File: src/rtl/cpu_pkg.sv
`default_nettype none
// +----------------------------------------------------------------------+
// | cpu_pkg : opcodes, flag indices and issue-FSM encoding shared by the  |
// |           ALU, the decoder and alu_issue_ctrl.   Revision: 1.0       |
// +----------------------------------------------------------------------+
package cpu_pkg;

    localparam int DATA_W  = 16;
    localparam int INSTR_W = 16;
    localparam int OPC_W   = 6;
    localparam int FLAG_W  = 4;

    localparam int FLAG_Z = 0;
    localparam int FLAG_N = 1;
    localparam int FLAG_C = 2;
    localparam int FLAG_O = 3;

    localparam logic [OPC_W-1:0] OP_NOP  = 6'h00;
    localparam logic [OPC_W-1:0] OP_ADD  = 6'h0A;
    localparam logic [OPC_W-1:0] OP_SUB  = 6'h0B;
    localparam logic [OPC_W-1:0] OP_AND  = 6'h0C;
    localparam logic [OPC_W-1:0] OP_OR   = 6'h0D;
    localparam logic [OPC_W-1:0] OP_XOR  = 6'h0E;
    localparam logic [OPC_W-1:0] OP_NOT  = 6'h0F;
    localparam logic [OPC_W-1:0] OP_MOV  = 6'h10;
    localparam logic [OPC_W-1:0] OP_MUL  = 6'h11;
    localparam logic [OPC_W-1:0] OP_DIV  = 6'h12;
    localparam logic [OPC_W-1:0] OP_MOD  = 6'h13;
    localparam logic [OPC_W-1:0] OP_INC  = 6'h14;
    localparam logic [OPC_W-1:0] OP_DEC  = 6'h15;
    localparam logic [OPC_W-1:0] OP_SHL  = 6'h16;
    localparam logic [OPC_W-1:0] OP_SHR  = 6'h17;
    localparam logic [OPC_W-1:0] OP_CMP  = 6'h18;
    localparam logic [OPC_W-1:0] OP_TST  = 6'h19;
    localparam logic [OPC_W-1:0] OP_NEG  = 6'h1A;
    localparam logic [OPC_W-1:0] OP_SWAP = 6'h1B;

    localparam logic [OPC_W-1:0] OP_FIRST = OP_ADD;
    localparam logic [OPC_W-1:0] OP_LAST  = OP_SWAP;

    typedef enum logic [1:0] {
        ST_IDLE = 2'd0,
        ST_EXEC = 2'd1,
        ST_WB   = 2'd2
    } state_t;

    function automatic logic op_is_legal(input logic [OPC_W-1:0] op);
        return (op >= OP_FIRST) && (op <= OP_LAST);
    endfunction

    function automatic logic op_is_divide(input logic [OPC_W-1:0] op);
        return (op == OP_DIV) || (op == OP_MOD);
    endfunction

    // Compare-style ops set flags but never write a register
    function automatic logic op_is_flag_only(input logic [OPC_W-1:0] op);
        return (op == OP_CMP) || (op == OP_TST);
    endfunction

endpackage
`default_nettype wire

File: src/rtl/alu_issue_ctrl_if.sv
`default_nettype none
// +----------------------------------------------------------------------+
// | alu_issue_ctrl_if : instruction-in and result-out handshakes.        |
// |                     Revision: 1.0                                    |
// +----------------------------------------------------------------------+
interface alu_issue_ctrl_if;

    logic                         in_valid;
    logic                         in_ready;
    logic [cpu_pkg::INSTR_W-1:0]  instr;
    logic                         res_valid;
    logic                         res_ready;
    logic [cpu_pkg::DATA_W-1:0]   res_data;
    logic                         res_err;

    modport master (
        output in_valid, instr, res_ready,
        input  in_ready, res_valid, res_data, res_err
    );

    modport slave (
        input  in_valid, instr, res_ready,
        output in_ready, res_valid, res_data, res_err
    );

endinterface
`default_nettype wire

File: src/rtl/alu_issue_ctrl.sv
`default_nettype none
// +----------------------------------------------------------------------+
// | alu_issue_ctrl : one-at-a-time issue of X/Y-register ops to an        |
// |                  external ALU with result handshake. Revision: 1.0   |
// +----------------------------------------------------------------------+
module alu_issue_ctrl
    import cpu_pkg::*;
#(
    parameter int IMM_W = 9
)
(
    input  wire logic                 clk,
    input  wire logic                 rst_n,
    alu_issue_ctrl_if.slave           bus,
    output logic [DATA_W-1:0]         alu_a,
    output logic [DATA_W-1:0]         alu_b,
    output logic [OPC_W-1:0]          alu_opcode,
    output logic                      alu_store,
    input  wire logic [DATA_W-1:0]    alu_out,
    input  wire logic [FLAG_W-1:0]    alu_flags,
    output logic [FLAG_W-1:0]         flags,
    output logic [DATA_W-1:0]         reg_x,
    output logic [DATA_W-1:0]         reg_y
);

    state_t               state_q, state_d;
    logic [INSTR_W-1:0]   instr_q, instr_d;
    logic [DATA_W-1:0]    reg_x_q, reg_x_d;
    logic [DATA_W-1:0]    reg_y_q, reg_y_d;
    logic [FLAG_W-1:0]    flags_q, flags_d;
    logic [DATA_W-1:0]    res_data_q, res_data_d;
    logic                 res_err_q, res_err_d;

    logic [OPC_W-1:0]     w_opc;
    logic                 w_sel;
    logic [IMM_W-1:0]     w_imm;
    logic                 w_err;

    assign w_opc = instr_q[INSTR_W-1 -: OPC_W];
    assign w_sel = instr_q[IMM_W];
    assign w_imm = instr_q[IMM_W-1:0];
    assign w_err = !op_is_legal(w_opc) || (op_is_divide(w_opc) && (w_imm == '0));

    always_ff @(posedge clk or negedge rst_n) begin
        if (!rst_n) begin
            state_q    <= ST_IDLE;
            instr_q    <= '0;
            reg_x_q    <= '0;
            reg_y_q    <= '0;
            flags_q    <= '0;
            res_data_q <= '0;
            res_err_q  <= 1'b0;
        end else begin
            state_q    <= state_d;
            instr_q    <= instr_d;
            reg_x_q    <= reg_x_d;
            reg_y_q    <= reg_y_d;
            flags_q    <= flags_d;
            res_data_q <= res_data_d;
            res_err_q  <= res_err_d;
        end
    end

    always_comb begin
        state_d    = state_q;
        instr_d    = instr_q;
        reg_x_d    = reg_x_q;
        reg_y_d    = reg_y_q;
        flags_d    = flags_q;
        res_data_d = res_data_q;
        res_err_d  = res_err_q;
        alu_a      = w_sel ? reg_y_q : reg_x_q;
        alu_b      = {{(DATA_W-IMM_W){1'b0}}, w_imm};
        // Outside a legal EXEC the ALU just passes A, keeping its outputs defined
        alu_store  = 1'b1;
        alu_opcode = OP_NOP;

        case (state_q)
            ST_IDLE: begin
                if (bus.in_valid) begin
                    instr_d = bus.instr;
                    state_d = ST_EXEC;
                end
            end
            ST_EXEC: begin
                state_d = ST_WB;
                if (w_err) begin
                    res_data_d = '0;
                    res_err_d  = 1'b1;
                end else begin
                    alu_store  = 1'b0;
                    alu_opcode = w_opc;
                    res_data_d = alu_out;
                    res_err_d  = 1'b0;
                    flags_d    = alu_flags;
                    if (!op_is_flag_only(w_opc)) begin
                        if (w_sel) reg_y_d = alu_out;
                        else       reg_x_d = alu_out;
                    end
                end
            end
            ST_WB: begin
                if (bus.res_ready) state_d = ST_IDLE;
            end
            default: state_d = ST_IDLE;
        endcase
    end

    assign bus.in_ready  = (state_q == ST_IDLE);
    assign bus.res_valid = (state_q == ST_WB);
    assign bus.res_data  = res_data_q;
    assign bus.res_err   = res_err_q;
    assign flags         = flags_q;
    assign reg_x         = reg_x_q;
    assign reg_y         = reg_y_q;

endmodule
`default_nettype wire

File: src/flat_wrapper.sv
// flat-port wrapper written by rule: the top's interface ports become plain ports
module alu_issue_ctrl_flat import cpu_pkg::*;
#(
    parameter int IMM_W = 9
)
  (clk, rst_n, alu_a, alu_b, alu_opcode, alu_store, alu_out, alu_flags, flags, reg_x, reg_y, bus_in_valid, bus_instr, bus_res_ready, bus_in_ready, bus_res_valid, bus_res_data, bus_res_err);
  alu_issue_ctrl_if bus_i ();
  input  wire logic clk;
  input  wire logic rst_n;
  output logic [DATA_W-1:0] alu_a;
  output logic [DATA_W-1:0] alu_b;
  output logic [OPC_W-1:0] alu_opcode;
  output logic alu_store;
  input  wire logic [DATA_W-1:0] alu_out;
  input  wire logic [FLAG_W-1:0] alu_flags;
  output logic [FLAG_W-1:0] flags;
  output logic [DATA_W-1:0] reg_x;
  output logic [DATA_W-1:0] reg_y;
  input wire logic [$bits(bus_i.in_valid)-1:0] bus_in_valid;
  input wire logic [$bits(bus_i.instr)-1:0] bus_instr;
  input wire logic [$bits(bus_i.res_ready)-1:0] bus_res_ready;
  output wire logic [$bits(bus_i.in_ready)-1:0] bus_in_ready;
  output wire logic [$bits(bus_i.res_valid)-1:0] bus_res_valid;
  output wire logic [$bits(bus_i.res_data)-1:0] bus_res_data;
  output wire logic [$bits(bus_i.res_err)-1:0] bus_res_err;
  assign bus_i.in_valid = bus_in_valid;
  assign bus_i.instr = bus_instr;
  assign bus_i.res_ready = bus_res_ready;
  assign bus_in_ready = bus_i.in_ready;
  assign bus_res_valid = bus_i.res_valid;
  assign bus_res_data = bus_i.res_data;
  assign bus_res_err = bus_i.res_err;
  alu_issue_ctrl #(.IMM_W(IMM_W)) u_core (.clk(clk), .rst_n(rst_n), .bus(bus_i), .alu_a(alu_a), .alu_b(alu_b), .alu_opcode(alu_opcode), .alu_store(alu_store), .alu_out(alu_out), .alu_flags(alu_flags), .flags(flags), .reg_x(reg_x), .reg_y(reg_y));
endmodule
File: config.mk
export PLATFORM = sky130hd
export DESIGN_NAME = alu_issue_ctrl_flat
export DESIGN_NICKNAME = d
export VERILOG_FILES = /design/src/rtl/cpu_pkg.sv /design/src/rtl/alu_issue_ctrl_if.sv /design/src/rtl/alu_issue_ctrl.sv /design/src/flat_wrapper.sv
export SDC_FILE = /design/constraint.sdc
export NUM_CORES = 1
export LEC_CHECK = 0
export CAP_MARGIN = 20
export CORE_MARGIN = 5
export CORE_UTILIZATION = 45
export DETAILED_ROUTE_END_ITERATION = 6
export MAX_ROUTING_LAYER = met4
export PLACE_DENSITY = 0.84
export SYNTH_ARGS = -nofsm -noshare
export SYNTH_HDL_FRONTEND = slang
export SYNTH_SLANG_ARGS = --single-unit
File: constraint.sdc
create_clock -name clk -period 6.3 [get_ports clk]
set_clock_uncertainty 0.15 [all_clocks]
set_input_delay 0.945 -clock clk [delete_from_list [all_inputs] [get_ports clk]]
set_output_delay 0.945 -clock clk [all_outputs]
set_load 0.005 [all_outputs]
# Word level (Yosys, flattened, before mapping)
# Cells that the tools add are included.
[word_totals]
reg_bits = 71
out_inout_bits = 94
wordCells = 42
[op_classes]
n_lt_le_gt_ge = 2
n_eq_ne = 8
muxes = 9
n_bitwise = 3
n_reduce_logical = 13
[ops]
columns = ["op", "count"]
rows = [
  ["$mux 16", 2],
  ["$eq 6x5->1 const B", 4],
  ["$mux 6", 2],
  ["$logic_not 9->1", 1],
  ["$reduce_and 4->1", 2],
  ["$ge 6x4->1 const B", 1],
  ["$le 6x5->1 const B", 1],
  ["$pmux 2 s3", 1],
  ["$reduce_and 2->1", 3],
  ["$mux 2", 2],
  ["$ne 2x2->1 const B", 2],
  ["$logic_or 1x1->1", 3],
  ["$not 1->1", 3],
  ["$eq 2x1->1 const B", 1],
  ["$eq 2x2->1 const B", 1],
  ["$logic_and 1x1->1", 2],
  ["$logic_not 2->1", 1],
  ["$mux 1", 2],
  ["$logic_not 1->1", 1],
]

# Logic depth before layout (Yosys ltp)
[depth]
word_depth = 6
ltp_mapped = 6
mapped_depth_nobuf = 4

# Worst setup path after synthesis
# No wires, ideal clock.
[synth_timing]
path_type = "register -> output"
from = "reg u_core.instr_q[13]"
to = "out alu_opcode[3]"
arrival_time_ps = 1966
required_ps = 5205
setup_slack_ps = 3239
stages_incl_launch_ff = 6
path_buffers = 1
cell_sequence = "dfrtp_1 > or4_4 > nor4_4 > nor2_2 > clkbuf_1 > and2_2"
[synth_between]
elab_chain_len = 6
elab_cells_between_ends = 11
cone_classes = "order compare: 2; eq/ne: 2; mux: 2; reduce/logical: 5"
[synth_lines]
columns = ["item", "line_no", "source"]
rows = [
  ["from (decl)", "alu_issue_ctrl.sv:27", "logic [INSTR_W-1:0] instr_q, instr_d;"],
  ["from (signal assigned)", "alu_issue_ctrl.sv:55", "instr_q <= instr_d;"],
  ["$ge 6x4->1, or another cell as far along", "cpu_pkg.sv:48", "return (op >= OP_FIRST) && (op <= OP_LAST);"],
  ["$logic_and 1x1->1 / $logic_or 1x1->1 (equally long branches)", "cpu_pkg.sv:48, cpu_pkg.sv:52", ""],
  ["$logic_not 1->1 / $logic_and 1x1->1 (equally long branches)", "alu_issue_ctrl.sv:42", "assign w_err = !op_is_legal(w_opc) || (op_is_divide(w_opc) && (w_imm == '0));"],
  ["$logic_or 1x1->1", "alu_issue_ctrl.sv:42", ""],
  ["$mux 6 *", "alu_issue_ctrl.sv:87", "if (w_err) begin"],
  ["$mux 6 *", "alu_issue_ctrl.sv:78", "case (state_q)"],
  ["to (decl)", "flat_wrapper.sv:12", "output logic [OPC_W-1:0] alu_opcode;"],
]
# Every way passes the cells marked *; elsewhere a longest branch is shown, timed or not.

# Final worst setup path
[layout_timing]
from = "reg u_core.instr_q[13]"
to = "out alu_opcode[0]"
[layout_between]
elab_chain_len = 6
elab_cells_between_ends = 11
cone_classes = "order compare: 2; eq/ne: 2; mux: 2; reduce/logical: 5"
[layout_lines]
columns = ["item", "line_no"]
rows = [
  ["$ge 6x4->1, or another cell as far along", "cpu_pkg.sv:48"],
  ["$logic_and 1x1->1 / $logic_or 1x1->1 (equally long branches)", "cpu_pkg.sv:48, cpu_pkg.sv:52"],
  ["$logic_not 1->1 / $logic_and 1x1->1 (equally long branches)", "alu_issue_ctrl.sv:42"],
  ["$logic_or 1x1->1 *", "alu_issue_ctrl.sv:42"],
  ["$mux 6 *", "alu_issue_ctrl.sv:87"],
  ["$mux 6 *", "alu_issue_ctrl.sv:78"],
]
# Marked as above.

==> results.json <==
{
  "outcome": "completed",
  "grt_max_degree": 72,
  "fin_area_um2": 4620,
  "synth_cells": 213,
  "total_power_w": 0.00223,
  "hold_depth": 1,
  "crit_type": "reg -> out",
  "die_w_um": 93.8,
  "setup_violations": 0,
  "clk_pin_slew_ns": 0.07,
  "viasPerCell": 4.88,
  "relSlewSlack_pct": 39.0,
  "rsz0062_at_grt": "false",
  "grt_pass1_vias": 2277,
  "worstReg2RegStart": "u_core.state_q[1]",
  "cp_max_fo": 23,
  "hold_slack_ns": 0.355,
  "hold_start": "u_core.bus.res_data[11]",
  "maxCapViolations": 0,
  "ys_seq_area_share_pct": 56.2,
  "crit_start": "u_core.instr_q[13]",
  "drcViolationCount": 0,
  "netlist_area_um2": 3160,
  "fmax_ghz": 0.260,
  "cts_tree": "yes",
  "cts-root-buf": "clkbuf_8",
  "p_per_area_nw_per_um2": 483,
  "grt_usage_pct": 17.9,
  "routed_wl_um": 7440,
  "final_common_cell": "clkdlybuf4s50_1",
  "drive_gt1_share_pct": 27.6,
  "ios": 134,
  "cts.htree.levels": 3,
  "wl_per_cell_um": 17.2,
  "rows": 30,
  "vias": 2114,
  "grt_first_pass_wirelength_um": 11900,
  "dp_hpwl_um": 5430,
  "setup_tns_ns": 0,
  "n_antenna_cell": 0,
  "initial_core_util_pct": 46.3,
  "worstPathRequired_ns": 5.20,
  "finalHoldViolCount": 0,
  "core_area_um2": 6830,
  "insertion_delay_ns": 0.33,
  "startpoint_type": "flop",
  "p_leak_nw": 1.98,
  "area_growth_pct": 46.0,
  "clkSinkCount": 71,
  "clockBufferDepth": 2,
  "dieHeight_um": 93.8,
  "cts_resized": 0,
  "gp_congestion": 0.717,
  "portBuffers": 125,
  "ys_warn_count": 0,
  "timing.final.max_slew_violations": 0,
  "cts_hold_buf": 0,
  "cts_inserted_buffers": 9,
  "peakVddDrop_mv": 0.315,
  "drtPass1Iterations": 4,
  "yosysUniqueCellTypes": 26,
  "ant_nets": 0,
  "ys_ff_latch": 71,
  "drt-initial-drc-count": 41,
  "antenna_found_initial": 0,
  "min_period_ns": 3.85,
  "syn_avg_cell_area_um2": 14.8,
  "cp.arrival_ns": 2.75,
  "fin_crit_sh_pct": 61.0,
  "nNetsFinal": 372,
  "final_cell_mix": "clkdlybuf4s50_1 (124), dfrtp_1 (71), mux2_2 (47)",
  "die_area_um2": 8810,
  "r2r_setup_slack_ns": 3.52,
  "post_cts_buffers": 0,
  "min_to": "u_core.bus.res_data[11]",
  "r2r_cells": 5,
  "r2r_end": "u_core.reg_x[6]",
  "n_fill_cell": 520,
  "endpoint_kind": "primary output",
  "hold_class": "reg -> reg",
  "tightest_slew_ns": 0.915,
  "grt_overflow": 0,
  "dpl_cell_area_um2": 4390
}
==> sequential cells by signal, indices dropped and copies added, names as in the netlist <==
name                 cells
u_core.flags             4
u_core.bus.res_data     16
u_core.reg_x            16
u_core.state_q           2
u_core.reg_y            16
u_core.bus.res_err       1
u_core.instr_q          16
==> where the power goes <==
part | total (W) | internal (W) | switching, W
Sequential | 0.000823 | 0.000651 | 0.000172
Combinational | 0.00103 | 0.000732 | 0.000299
Clock | 0.000375 | 0.000214 | 0.000161
==> how the worst max path moves through the flow <==
stage,to,cells after the start
final,alu_opcode[0],6
after global routing,alu_opcode[0],6
after CTS,alu_opcode[3],5
after detailed placement,alu_opcode[3],5
after global placement,alu_opcode[3],5
after floorplan,alu_opcode[3],5
==> area by class of cell <==
type | count | area [um^2] | share of cell area, %
flip-flops and latches | 71 | 1780 | 38.5
repair buffers | 128 | 1280 | 27.7
multi-input cells | 118 | 1220 | 26.4
clock buffers | 13 | 169 | 3.66
well taps | 96 | 120 | 2.60
clock inverters | 3 | 40.0 | 0.867
inverters | 4 | 15.0 | 0.325
==> layer usage <==
metal	part of all wire, %	wire length [um]	GRT usage [%]
met3	5.5	411	4.33
met1	44	3260	22.9
met2	50	3710	28.0
met5	0	0	-
met4	0.73	54	6.02
==> per-stage QoR <==
step	utilization, %	instances	setup slack (ns)
global placement	64.3	416	2.46
CTS	67.4	432	1.99
finish	67.6	433	2.45
floorplan	-	220	3.24
global route	67.6	433	2.30
detailed placement	64.3	416	2.35
==> cells by family after synthesis <==
group / count (synthesis) / synth area share, %
and+or+nand+nor: 22 / 5.97
other: 1 / 0.119
AOI/OAI and AO/OA: 21 / 5.34
buffers and inverters: 31 / 6.17
DFF: 71 / 56.2
muxes: 67 / 26.2
==> synthesized netlist by cell type <==
| master | instances | share of area [%] |
|---|---|---|
| or4_1 | 2 | 0.47 |
| nor4_1 | 2 | 0.40 |
| inv_1 | 4 | 0.47 |
| o21ai_0 | 3 | 0.47 |
| dfrtp_1 | 71 | 56 |
| nor2_2 | 1 | 0.20 |
| mux2_2 | 47 | 17 |
| and2_1 | 4 | 0.79 |
| nor4b_4 | 1 | 0.75 |
| buf_4 | 17 | 4.0 |
| conb_1 | 1 | 0.12 |
| buf_6 | 2 | 0.71 |
| and2_2 | 1 | 0.24 |
| nand2_1 | 3 | 0.36 |
| nor2_1 | 1 | 0.12 |
| or4_4 | 1 | 0.36 |
| a211o_1 | 1 | 0.28 |
| and3_2 | 1 | 0.24 |
| or3b_1 | 1 | 0.28 |
| nor4_4 | 2 | 1.3 |
| a22o_1 | 16 | 4.4 |
| mux2_4 | 20 | 9.5 |
| nand2b_1 | 1 | 0.20 |
| a21oi_1 | 1 | 0.16 |
| or2b_1 | 1 | 0.24 |
| clkbuf_1 | 8 | 0.95 |
==> worst max-delay path, stage by stage, from the launching register on <==
cell             delay, ns
dfrtp_1               0.43
or4_4                 0.56
nor4_4                0.50
nor2_2                0.13
buf_8                 0.19
and2_1                0.17
clkdlybuf4s50_1       0.44
No activity file was read; power rests on OpenSTA's default activity.
